**src/rtl/sdram_port_arbiter_if.sv**
```systemverilog
// sdram_port_arbiter_if
//   Burst command channel between the port arbiter and the SDRAM core.
//   master : arbiter side (drives cmd_valid/cmd_write/cmd_port/cmd_addr/cmd_len)
//   slave  : SDRAM core side (drives cmd_ready/cmd_done)
//   cmd_done is a single-cycle pulse when an accepted burst has completed.
interface sdram_port_arbiter_if #(
  parameter int ADDR_W = 21
);
  logic              cmd_valid;
  logic              cmd_ready;
  logic              cmd_write;
  logic [1:0]        cmd_port;
  logic [ADDR_W-1:0] cmd_addr;
  logic [9:0]        cmd_len;
  logic              cmd_done;

  modport master (
    output cmd_valid, cmd_write, cmd_port, cmd_addr, cmd_len,
    input  cmd_ready, cmd_done
  );

  modport slave (
    input  cmd_valid, cmd_write, cmd_port, cmd_addr, cmd_len,
    output cmd_ready, cmd_done
  );
endinterface

```
**src/rtl/sdram_port_arbiter.sv**
```systemverilog
// sdram_port_arbiter
//   Arbitrates four FIFO ports (0=wr1, 1=wr2, 2=rd1, 3=rd2) onto one SDRAM
//   burst command channel. Each port owns a frame address pointer that walks
//   from port_base to port_max in BURST_LEN steps and wraps, pulsing
//   port_finish on the wrap.
//
//   Ports:
//     clk, rst_n   clock / async active-low reset (release synchronised inside)
//     init_done    SDRAM initialised; dropping it aborts to IDLE
//     fifo_use     per-port FIFO fill level {rd2,rd1,wr2,wr1}, 9 bits each
//     port_base    per-port frame start address
//     port_max     per-port frame end address (exclusive)
//     port_load    per-port pulse: reload pointer from port_base
//     port_finish  per-port pulse: frame wrapped
//     cmd          burst command channel (sdram_port_arbiter_if.master)
//
//   Build option: define ARB_WR_PRIORITY_EN to let any eligible write port
//   beat every read port (round-robin kept inside each pair). Undefined gives
//   plain 4-way round-robin.

// Per-port pointer / eligibility lane.
module sdram_port_ptr #(
  parameter int ADDR_W    = 21,
  parameter int BURST_LEN = 256,
  parameter int RD_THRESH = 256,
  parameter bit IS_WRITE  = 1'b1
) (
  input  logic              clk,
  input  logic              arst_n,
  input  logic [8:0]        use_lvl,
  input  logic [ADDR_W-1:0] base,
  input  logic [ADDR_W-1:0] max_addr,
  input  logic              reload,
  input  logic              adv,
  output logic              elig,
  output logic [ADDR_W-1:0] ptr,
  output logic              finish
);
  // One extra bit so a pointer near the top of the address space cannot
  // wrap around before the frame-end compare.
  logic [ADDR_W:0] nxt;
  assign nxt = {1'b0, ptr} + (ADDR_W+1)'(BURST_LEN);

  always_comb begin
    if (IS_WRITE) elig = ({1'b0, use_lvl} >= 10'(BURST_LEN));
    else          elig = ({1'b0, use_lvl} <  10'(RD_THRESH));
  end

  // reload beats adv: a load coincident with completion neither advances
  // nor reports a wrap.
  always_ff @(posedge clk or negedge arst_n) begin
    if (!arst_n) begin
      ptr    <= '0;
      finish <= 1'b0;
    end else begin
      finish <= 1'b0;
      if (reload) begin
        ptr <= base;
      end else if (adv) begin
        if (nxt >= {1'b0, max_addr}) begin
          ptr    <= base;
          finish <= 1'b1;
        end else begin
          ptr <= nxt[ADDR_W-1:0];
        end
      end
    end
  end
endmodule

module sdram_port_arbiter #(
  parameter int ADDR_W    = 21,
  parameter int BURST_LEN = 256,
  parameter int RD_THRESH = 256
) (
  input  logic                   clk,
  input  logic                   rst_n,
  input  logic                   init_done,
  input  logic [3:0][8:0]        fifo_use,
  input  logic [3:0][ADDR_W-1:0] port_base,
  input  logic [3:0][ADDR_W-1:0] port_max,
  input  logic [3:0]             port_load,
  output logic [3:0]             port_finish,
  sdram_port_arbiter_if.master   cmd
);
  typedef enum logic [1:0] {IDLE, ARB, REQ, WAIT} state_t;

  // Assertion is immediate, release is delayed by two clk edges.
  logic [1:0] rst_sync;
  logic       arst_n;
  always_ff @(posedge clk or negedge rst_n) begin
    if (!rst_n) rst_sync <= 2'b00;
    else        rst_sync <= {rst_sync[0], 1'b1};
  end
  assign arst_n = rst_sync[1];

  state_t                   state, state_d;
  logic                     latch;
  logic [3:0]               elig, elig_m;
  logic [1:0]               last_grant, grant, idx;
  logic                     grant_vld;
  logic                     done_hit;
  logic [3:0][ADDR_W-1:0]   ptr;
  logic [1:0]               port_q;
  logic                     write_q;
  logic [ADDR_W-1:0]        addr_q;

  // Completion only counts while waiting on a live burst.
  assign done_hit = (state == WAIT) && init_done && cmd.cmd_done;

  for (genvar i = 0; i < 4; i++) begin : g_port
    sdram_port_ptr #(
      .ADDR_W   (ADDR_W),
      .BURST_LEN(BURST_LEN),
      .RD_THRESH(RD_THRESH),
      .IS_WRITE (i < 2)
    ) u_ptr (
      .clk     (clk),
      .arst_n  (arst_n),
      .use_lvl (fifo_use[i]),
      .base    (port_base[i]),
      .max_addr(port_max[i]),
      .reload  (((state == IDLE) && init_done) ||
                ((state != IDLE) && port_load[i])),
      .adv     (done_hit && (port_q == 2'(i))),
      .elig    (elig[i]),
      .ptr     (ptr[i]),
      .finish  (port_finish[i])
    );
  end

  // Round-robin: walk offsets 4..1 from last_grant so the nearest eligible
  // port after last_grant is the final (winning) assignment.
  always_comb begin
    elig_m = elig;
`ifdef ARB_WR_PRIORITY_EN
    if (|elig[1:0]) elig_m[3:2] = 2'b00;
`endif
    grant = last_grant;
    idx   = '0;
    for (int k = 3; k >= 0; k--) begin
      idx = last_grant + 2'(k + 1);
      if (elig_m[idx]) grant = idx;
    end
  end
  assign grant_vld = |elig_m;

  always_comb begin
    state_d = state;
    latch   = 1'b0;
    case (state)
      IDLE: if (init_done) state_d = ARB;
      ARB: begin
        if (grant_vld) begin
          state_d = REQ;
          latch   = 1'b1;
        end
      end
      REQ:  if (cmd.cmd_ready) state_d = WAIT;
      WAIT: if (cmd.cmd_done)  state_d = ARB;
      default: state_d = IDLE;
    endcase
    if (!init_done) begin
      state_d = IDLE;
      latch   = 1'b0;
    end
  end

  always_ff @(posedge clk or negedge arst_n) begin
    if (!arst_n) begin
      state      <= IDLE;
      last_grant <= 2'd3;
      port_q     <= 2'd0;
      write_q    <= 1'b0;
      addr_q     <= '0;
    end else begin
      state <= state_d;
      // Command fields are captured once; later port_load does not touch them.
      if (latch) begin
        port_q  <= grant;
        write_q <= ~grant[1];
        addr_q  <= ptr[grant];
      end
      if (done_hit) last_grant <= port_q;
    end
  end

  assign cmd.cmd_valid = (state == REQ);
  assign cmd.cmd_write = write_q;
  assign cmd.cmd_port  = port_q;
  assign cmd.cmd_addr  = addr_q;
  assign cmd.cmd_len   = 10'(BURST_LEN);
endmodule

```
**src/flat_wrapper.sv**
```systemverilog
// flat-port wrapper written by rule: the top's interface ports become plain ports
module sdram_port_arbiter_flat 
#(
  parameter int ADDR_W    = 21,
  parameter int BURST_LEN = 256,
  parameter int RD_THRESH = 256
)
  (clk, rst_n, init_done, fifo_use, port_base, port_max, port_load, port_finish, cmd_cmd_valid, cmd_cmd_write, cmd_cmd_port, cmd_cmd_addr, cmd_cmd_len, cmd_cmd_ready, cmd_cmd_done);
  sdram_port_arbiter_if #(.ADDR_W(ADDR_W)) cmd_i ();
  input  logic clk;
  input  logic rst_n;
  input  logic init_done;
  input  logic [3:0][8:0] fifo_use;
  input  logic [3:0][ADDR_W-1:0] port_base;
  input  logic [3:0][ADDR_W-1:0] port_max;
  input  logic [3:0] port_load;
  output logic [3:0] port_finish;
  output wire logic [$bits(cmd_i.cmd_valid)-1:0] cmd_cmd_valid;
  output wire logic [$bits(cmd_i.cmd_write)-1:0] cmd_cmd_write;
  output wire logic [$bits(cmd_i.cmd_port)-1:0] cmd_cmd_port;
  output wire logic [$bits(cmd_i.cmd_addr)-1:0] cmd_cmd_addr;
  output wire logic [$bits(cmd_i.cmd_len)-1:0] cmd_cmd_len;
  input wire logic [$bits(cmd_i.cmd_ready)-1:0] cmd_cmd_ready;
  input wire logic [$bits(cmd_i.cmd_done)-1:0] cmd_cmd_done;
  assign cmd_cmd_valid = cmd_i.cmd_valid;
  assign cmd_cmd_write = cmd_i.cmd_write;
  assign cmd_cmd_port = cmd_i.cmd_port;
  assign cmd_cmd_addr = cmd_i.cmd_addr;
  assign cmd_cmd_len = cmd_i.cmd_len;
  assign cmd_i.cmd_ready = cmd_cmd_ready;
  assign cmd_i.cmd_done = cmd_cmd_done;
  sdram_port_arbiter #(.ADDR_W(ADDR_W), .BURST_LEN(BURST_LEN), .RD_THRESH(RD_THRESH)) u_core (.clk(clk), .rst_n(rst_n), .init_done(init_done), .fifo_use(fifo_use), .port_base(port_base), .port_max(port_max), .port_load(port_load), .port_finish(port_finish), .cmd(cmd_i));
endmodule
```
**config.mk**
```make
export PLATFORM = sky130hd
export DESIGN_NAME = sdram_port_arbiter_flat
export DESIGN_NICKNAME = d
export VERILOG_FILES = /design/src/rtl/sdram_port_arbiter_if.sv /design/src/rtl/sdram_port_arbiter.sv /design/src/flat_wrapper.sv
export SDC_FILE = /design/constraint.sdc
export NUM_CORES = 1
export LEC_CHECK = 0
export BUFFER_PORTS_ARGS = -buffer_cell sky130_fd_sc_hd__buf_4
export CORE_ASPECT_RATIO = 1.75
export CORE_UTILIZATION = 25
export DETAILED_ROUTE_END_ITERATION = 12
export HOLD_SLACK_MARGIN = 0.15
export PLACE_DENSITY_LB_ADDON = 0.12
export SLEW_MARGIN = 20
export SYNTH_ARGS = -nofsm -noshare
export SYNTH_HDL_FRONTEND = slang
export SYNTH_SLANG_ARGS = --single-unit
```
**constraint.sdc**
```tcl
create_clock -name clk -period 4.25 [get_ports clk]
set_clock_uncertainty 0.2 [all_clocks]
set_input_delay 0.6375 -clock clk [delete_from_list [all_inputs] [get_ports clk]]
set_output_delay 0.6375 -clock clk [all_outputs]
set_load 0.05 [all_outputs]
```
==> results.yml, run 1 <==
status:
  status: "finished clean"
floorplan:
  die_area_um2: 38580
  core_area_um2: 37000
  initial_core_util_pct: 25.52
  io_pins: 252
  std_cell_rows: 93
  die_h_um: 259.1
  die_w_um: 148.9
cells_and_area:
  drive_gt1_share_pct: 28.93
  finalNetCount: 1610
  layout_commonest_cell: "buf_4"
  layout_common_cells: "257 x buf_4, 120 x inv_1, 115 x dfrtp_1"
  area_growth_pct: 30.57
timing:
  fmax_mhz: 249.3
  final_hold_viol_count: 0
  tightest_slew_ns: 0.9926
  rsz0062_at_grt: "no"
  period_share_pct: 94.40
  fin_tns_setup_ns: 0
  final.setup.worst_slack_ns: 0.2381
  hold_slack_ns: 0.1535
  finalSetupViolCount: 0
  finalMaxSlewViolations: 0
  relSlewSlack_pct: 33.69
  min_period_ns: 4.012
min_path:
  hold_path.class: "reg2reg"
placed_design:
  portBuffers: 209
  gp_congestion: 0.7991
  dp_hpwl_um: 27500
  pre_cts_ws_ns: 0.1717
power:
  power.density_nw_per_um2: 735.7
  ir_drop_uv: 248.7
  fin_total_pwr_uw: 9070
  p_leak_uw: 0.005929
setup_path:
  cp.required_ns: 4.37
  cp_top_family: "simple AND/OR/NAND/NOR gates"
  end_kind: "register"
  start_kind: "register"
  reg2reg_slack_ns: 0.24
  path_buf_inv: 1
  r2r_cells: 12
  arrival_ns: 4.13
  crit_fanout: 9
  r2r-end: "u_core.g_port[2].u_ptr.ptr[5]$_DFFE_PN0P_"
  endpoint: "u_core.g_port[2].u_ptr.ptr[5]$_DFFE_PN0P_"
  path_class: "reg2reg"
  max_stage_delay_ns: 0.70
  worst_path_most_repeated_cell: "nand2_4"
  crit_slowest_cell: "or4_2"
  reg2reg_from: "u_core.g_port[2].u_ptr.ptr[9]$_DFFE_PN0P_"
  crit_path_start: "u_core.g_port[2].u_ptr.ptr[9]$_DFFE_PN0P_"
  crit_path_cell_trace: "nand3_4 -> or3_4 -> or2_2 -> buf_4 -> xnor2_1 -> ha_1 -> nand4_1 -> or4_2 -> a31o_2 -> nand2_4 -> nand2_4 -> mux2_4"
  path_depth: 12
global_route:
  globalRoute.totalOverflow: 0
  grt_max_degree: 64
  grt_usage_pct: 17.86
  grt_pass1_wl_um: 50530
  grt_pass1_vias: 8773
  antenna_found_initial: 1
cts:
  clk_latency_ns: 0.44
  htree_levels: 4
  clkTransAtPathRegs_ns: 0.06
  cts_setup_buffers: 0
  numCtsBuffers: 17
  clock-sinks: 118
  cts_root_buf: "clkbuf_16"
  clockBufferDepth: 2
  cts_tree: "done"
yosys:
  synth.top_cell.area_share_pct: 30.74
  syn_area_um2: 9443
  seq_area_frac_synth_pct: 31.30
  async_reset_ff_share_pct: 100.0
  synth_edf_count: 0
  synthFlopType: "dfrtp_1"
  ys_types: 70
  syn_area_per_cell_um2: 8.711
  syn_inst: 1084
  synth.area.top_cells: "dfrtp_1 31%, ha_1 12%, mux2_2 5.5%"
  synth-seq-cells: 118
  ys_warn_count: 0
  yosysTopAreaCell: "dfrtp_1"
drt:
  routed_via_density: 4.747
  routed_wl_um: 33490
  dr.first_iter.drc_count: 284
  drtAntennaViolNets: 0
  dr.max_layer_used: "met4"
  met2_length_um: 19270
  wl_met1_um: 12390
  wl_met3_um: 1078
  vias: 8511
  dr.pass1.iters: 7
  post-route-drc-count: 0
  wl_per_cell_um: 18.68
flow_run:
  maxCapViolCount: 0
==> how the worst min path moves through the flow <==
stage                                  from                      endpoint  cells after the start
2_1_floorplan  u_core.rst_sync[0]$_DFF_PN0_  u_core.rst_sync[1]$_DFF_PN0_                      0
3_3_place_gp   u_core.rst_sync[0]$_DFF_PN0_  u_core.rst_sync[1]$_DFF_PN0_                      0
3_5_place_dp   u_core.rst_sync[0]$_DFF_PN0_  u_core.rst_sync[1]$_DFF_PN0_                      0
4_1_cts        u_core.rst_sync[0]$_DFF_PN0_  u_core.rst_sync[1]$_DFF_PN0_                      0
5_1_grt        u_core.rst_sync[0]$_DFF_PN0_  u_core.rst_sync[1]$_DFF_PN0_                      0
6_report       u_core.rst_sync[0]$_DFF_PN0_  u_core.rst_sync[1]$_DFF_PN0_                      0
==> per-layer routing <==
metal / global-route usage, % / up-vias
met1: 18.61 / 4053
met2: 34.88 / 201
li1: - / 4227
met4: 6.973 / 0
met3: 2.689 / 30
met5: 0 / -
==> power breakdown <==
group | leakage, uW | internal [uW] | switching, uW
registers | 0.00138 | 1680 | 709
clock network | 0.000251 | 743 | 599
logic | 0.00430 | 2320 | 3010
total | 0.00593 | 4750 | 4320
==> final cells by class <==
type / instances / area (um^2)
Antenna cell: 1 / 2.502
Clock buffer: 17 / 425.4
Clock inverter: 15 / 110.1
Fill cell: 3958 / 24670
Inverter: 120 / 450.4
Multi-Input combinational cell: 781 / 5697
Sequential cell: 118 / 2959
Tap cell: 475 / 594.3
Timing Repair Buffer: 266 / 2091
==> synthesized netlist by cell type, types with 19 or more instances <==
master,instances
a211oi_1,24
a21oi_1,65
buf_4,20
clkbuf_1,32
dfrtp_1,116
ha_1,93
inv_1,120
mux2_2,46
mux2i_1,45
nand2_1,109
nand3_1,53
nand4_1,21
nor2_1,42
nor2b_1,19
nor4_1,21
o21ai_0,52
xnor2_1,37
==> cell families after synthesis <==
| kind of cell | after synthesis | synth area share [%] |
|---|---|---|
| AND/OR/NAND/NOR | 322 | 17.08 |
| AO/OA/AOI/OAI | 212 | 14.36 |
| buffers and inverters | 194 | 9.249 |
| flip-flops | 118 | 31.30 |
| multiplexers | 99 | 11.53 |
| adder cells (fa/ha/maj) | 93 | 12.32 |
| XOR/XNOR | 44 | 4.081 |
| other | 2 | 0.07953 |
==> sequential cells by signal, summed over array words and instances (netlist names) <==
signal / count
u_core.g_port.u_ptr.ptr: 84
u_core.rst_sync: 2
u_core.g_port.u_ptr.finish: 4
u_core.state: 2
u_core.cmd.cmd_addr: 21
u_core.cmd.cmd_port: 2
u_core.cmd.cmd_write: 1
u_core.last_grant: 2
==> what timing repair did <==
action,CTS,global route
endpoints found under the setup margin,0,23
gates resized for setup,0,6
hold buffers,1,0
hold endpoints to repair,2,0
==> through the flow <==
| stage | cell area, um^2 | utilization, % | std cells |
|---|---|---|---|
| after detailed placement | 11750 | 31.76 | 1759 |
| after floorplan | 9477 | - | 1093 |
| final | 12330 | 33.32 | 1793 |
| after global routing | 12330 | 33.32 | 1793 |
| after CTS | 12300 | 33.24 | 1792 |
| after global placement | 11750 | 31.76 | 1759 |
==> worst register-to-register path, stage by stage (launching register included) <==
cell and delay [ns]:
dfrtp_1 0.45, nand3_4 0.13, or3_4 0.42, or2_2 0.32
buf_4 0.15, xnor2_1 0.12, ha_1 0.33, nand4_1 0.16
or4_2 0.70, a31o_2 0.28, nand2_4 0.11, nand2_4 0.14
mux2_4 0.38
Power figures use the tool's default switching activity.
==> run 2: changes to the inputs <==
--- a/config.mk
+++ b/config.mk
@@ -5,6 +5,7 @@
 export SDC_FILE = /design/constraint.sdc
 export NUM_CORES = 1
 export LEC_CHECK = 0
+export ABC_AREA = 1
 export BUFFER_PORTS_ARGS = -buffer_cell sky130_fd_sc_hd__buf_4
 export CORE_ASPECT_RATIO = 1.75
 export CORE_UTILIZATION = 25
==> results.yml, run 2 <==
status:
  status: "finished clean"
cts:
  clk_latency_ns: 0.44
  clkTransAtPathRegs_ns: 0.06
  cts_setup_buffers: 0
  cts_tree: "done"
  hold_buffers: 1
  cts_resized: 0
  numCtsBuffers: 17
  clock-sinks: 118
  htree_levels: 4
  cts_root_buf: "clkbuf_16"
  clockBufferDepth: 2
timing:
  min_period_ns: 3.483
  fmax_mhz: 287.1
  fin_tns_setup_ns: 0
  rsz0062_at_grt: "no"
  final_hold_viol_count: 0
  period_share_pct: 81.95
  finalSetupViolCount: 0
  final.setup.worst_slack_ns: 0.7669
  tightest_slew_ns: 0.8270
  relSlewSlack_pct: 44.87
  finalMaxSlewViolations: 0
setup_path:
  cp_top_family: "simple AND/OR/NAND/NOR gates"
  max_stage_delay_ns: 0.39
  cp.required_ns: 4.38
  r2r_cells: 17
  path_class: "reg2reg"
  crit_path_cell_trace: "inv_1 -> nor2_2 -> nand3_1 -> nor2_1 -> xor2_1 -> inv_1 -> ha_1 -> nand2_1 -> inv_1 -> nand4_1 -> nor2_1 -> nand2_2 -> nand3_2 -> buf_4 -> nand2_1 -> nand3_1 -> nand2_1"
  crit_fanout: 15
  path_buf_inv: 4
  reg2reg_from: "u_core.g_port[3].u_ptr.ptr[8]$_DFFE_PN0P_"
  end_kind: "register"
  r2r-end: "u_core.g_port[3].u_ptr.ptr[19]$_DFFE_PN0P_"
  arrival_ns: 3.61
  crit_slowest_cell: "dfrtp_1"
  start_kind: "register"
  reg2reg_slack_ns: 0.77
  path_depth: 17
yosys:
  syn_area_per_cell_um2: 6.483
  syn_inst: 1560
  synth.top_cell.area_share_pct: 28.70
  async_reset_ff_share_pct: 100.0
  yosysTopAreaCell: "dfrtp_1"
  synth_fa_ha_area_share_pct: 11.51
  synthSimpleGateAreaFrac_pct: 38.34
  synth_compound_area_share_pct: 4.404
  synth_xor_area_share_pct: 2.252
  ys_warn_count: 0
  ys_types: 37
  synthMuxAreaShare_pct: 0
  synth.area.top_cells: "dfrtp_1 29%, nand2_1 21%, ha_1 12%"
  syn_area_um2: 10110
  yosysMostFrequentCell: "nand2_1"
  yosys-top-cells-count: "556 x nand2_1, 272 x inv_1, 184 x nand3_1"
  synthFlopType: "dfrtp_1"
  synth_edf_count: 0
  synth-seq-cells: 118
  seq_area_frac_synth_pct: 29.22
  synth_top_family_by_area: "simple AND/OR/NAND/NOR gates"
cells_and_area:
  nFillCells: 4458
  diodes: 0
  finalNetCount: 2062
  layout_common_cells: "556 x nand2_1, 272 x inv_1, 233 x buf_4"
  drive_gt1_share_pct: 16.69
  area_growth_pct: 25.40
  layout.cells.non_filler: 2262
  design_area_um2: 12680
  regMostFlops: "u_core.g_port.u_ptr.ptr"
  layout_commonest_cell: "nand2_1"
  largest_reg_flops: 84
global_route:
  globalRoute.totalOverflow: 0
  antenna_found_initial: 0
  grt_max_degree: 64
  grt_pass1_vias: 10180
  grt_pass1_wl_um: 55170
  grt_usage_pct: 17.67
drt:
  wl_per_cell_um: 15.83
  dr.pass1.iters: 5
  dr.first_iter.drc_count: 526
  routed_wl_um: 35810
  vias: 10240
  post-route-drc-count: 0
  routed_via_density: 4.526
  drtAntennaViolNets: 0
placed_design:
  dp_hpwl_um: 28920
  portBuffers: 209
  dpl-instance-area_um2: 12160
  gp_congestion: 0.8490
  pre_cts_ws_ns: 0.7026
  place_inst: 2231
floorplan:
  core_area_um2: 39930
  die_w_um: 154.0
  initial_core_util_pct: 25.33
  die_area_um2: 41290
  die_h_um: 268.1
  std_cell_rows: 97
  io_pins: 252
power:
  ir_drop_uv: 530.8
  p_leak_uw: 0.007508
  power.density_nw_per_um2: 743.7
min_path:
  hold_path.class: "reg2reg"
  hold_path_depth: 0
  hold_end: "u_core.rst_sync[1]$_DFF_PN0_"
  hp-start: "u_core.rst_sync[0]$_DFF_PN0_"
flow_run:
  maxCapViolCount: 0
run 2: changes by cell type after synthesis, moves of 31 or more:
cell	delta
a21oi_1	-32
nand2_1	+447
o21ai_0	-31
mux2i_1	-45
inv_1	+152
nand3_1	+131
mux2_2	-46
nand4_1	+45
xnor2_1	-37
run 2: per-stage QoR:
| stage | hold slack [ns] | util [%] | power (uW) |
|---|---|---|---|
| 2_1_floorplan | 0.1312 | - | 6355 |
| 3_3_place_gp | 0.1388 | 30.45 | 8160 |
| 3_5_place_dp | 0.1355 | 30.45 | 8232 |
| 4_1_cts | 0.1612 | 31.76 | 9597 |
| 5_1_grt | 0.1791 | 31.76 | 10400 |
| 6_report | 0.1685 | 31.76 | 9431 |
run 2: how the worst max path moves through the flow:
stage,from,end
CTS,u_core.g_port[0].u_ptr.ptr[8]$_DFFE_PN0P_,u_core.g_port[0].u_ptr.ptr[3]$_DFFE_PN0P_
global placement,u_core.g_port[0].u_ptr.ptr[8]$_DFFE_PN0P_,u_core.g_port[0].u_ptr.ptr[4]$_DFFE_PN0P_
detailed placement,u_core.g_port[0].u_ptr.ptr[8]$_DFFE_PN0P_,u_core.g_port[0].u_ptr.ptr[3]$_DFFE_PN0P_
global route,u_core.g_port[2].u_ptr.ptr[8]$_DFFE_PN0P_,u_core.g_port[2].u_ptr.ptr[3]$_DFFE_PN0P_
finish,u_core.g_port[3].u_ptr.ptr[8]$_DFFE_PN0P_,u_core.g_port[3].u_ptr.ptr[19]$_DFFE_PN0P_
floorplan,u_core.rst_sync[1]$_DFF_PN0_,u_core.cmd.cmd_addr[0]$_DFFE_PN0P_
run 2: cell type report:
class,instances,area (um^2),area share [%]
Inverter,281,1057,8.337
Sequential cell,118,2959,23.33
Clock buffer,26,489.2,3.858
Multi-Input combinational cell,1103,5756,45.38
Clock inverter,4,22.52,0.1776
Timing Repair Buffer,235,1779,14.03
Tap cell,495,619.3,4.884
run 2: logic make-up (layout without fill, tap and decap cells):
family | after synthesis | in the layout
fa+ha+maj | 93 | 93
xor+xnor | 26 | 26
simple gates | 893 | 893
other cells | 2 | 11
buf+inv | 348 | 546
compound gates | 80 | 80
flops | 118 | 118
run 2: per-layer routing:
metal	vias to the layer above	wire [um]	track usage, %
met4	0	975	6.622
met3	49	974	2.145
met5	-	0	0
li1	5262	-	-
met1	4733	14450	19.89
met2	194	19410	33.61
run 2: power by group:
group          internal (uW)  switching [uW]
sequential              1670             721
clock                    780             539
combinational           1920            3810
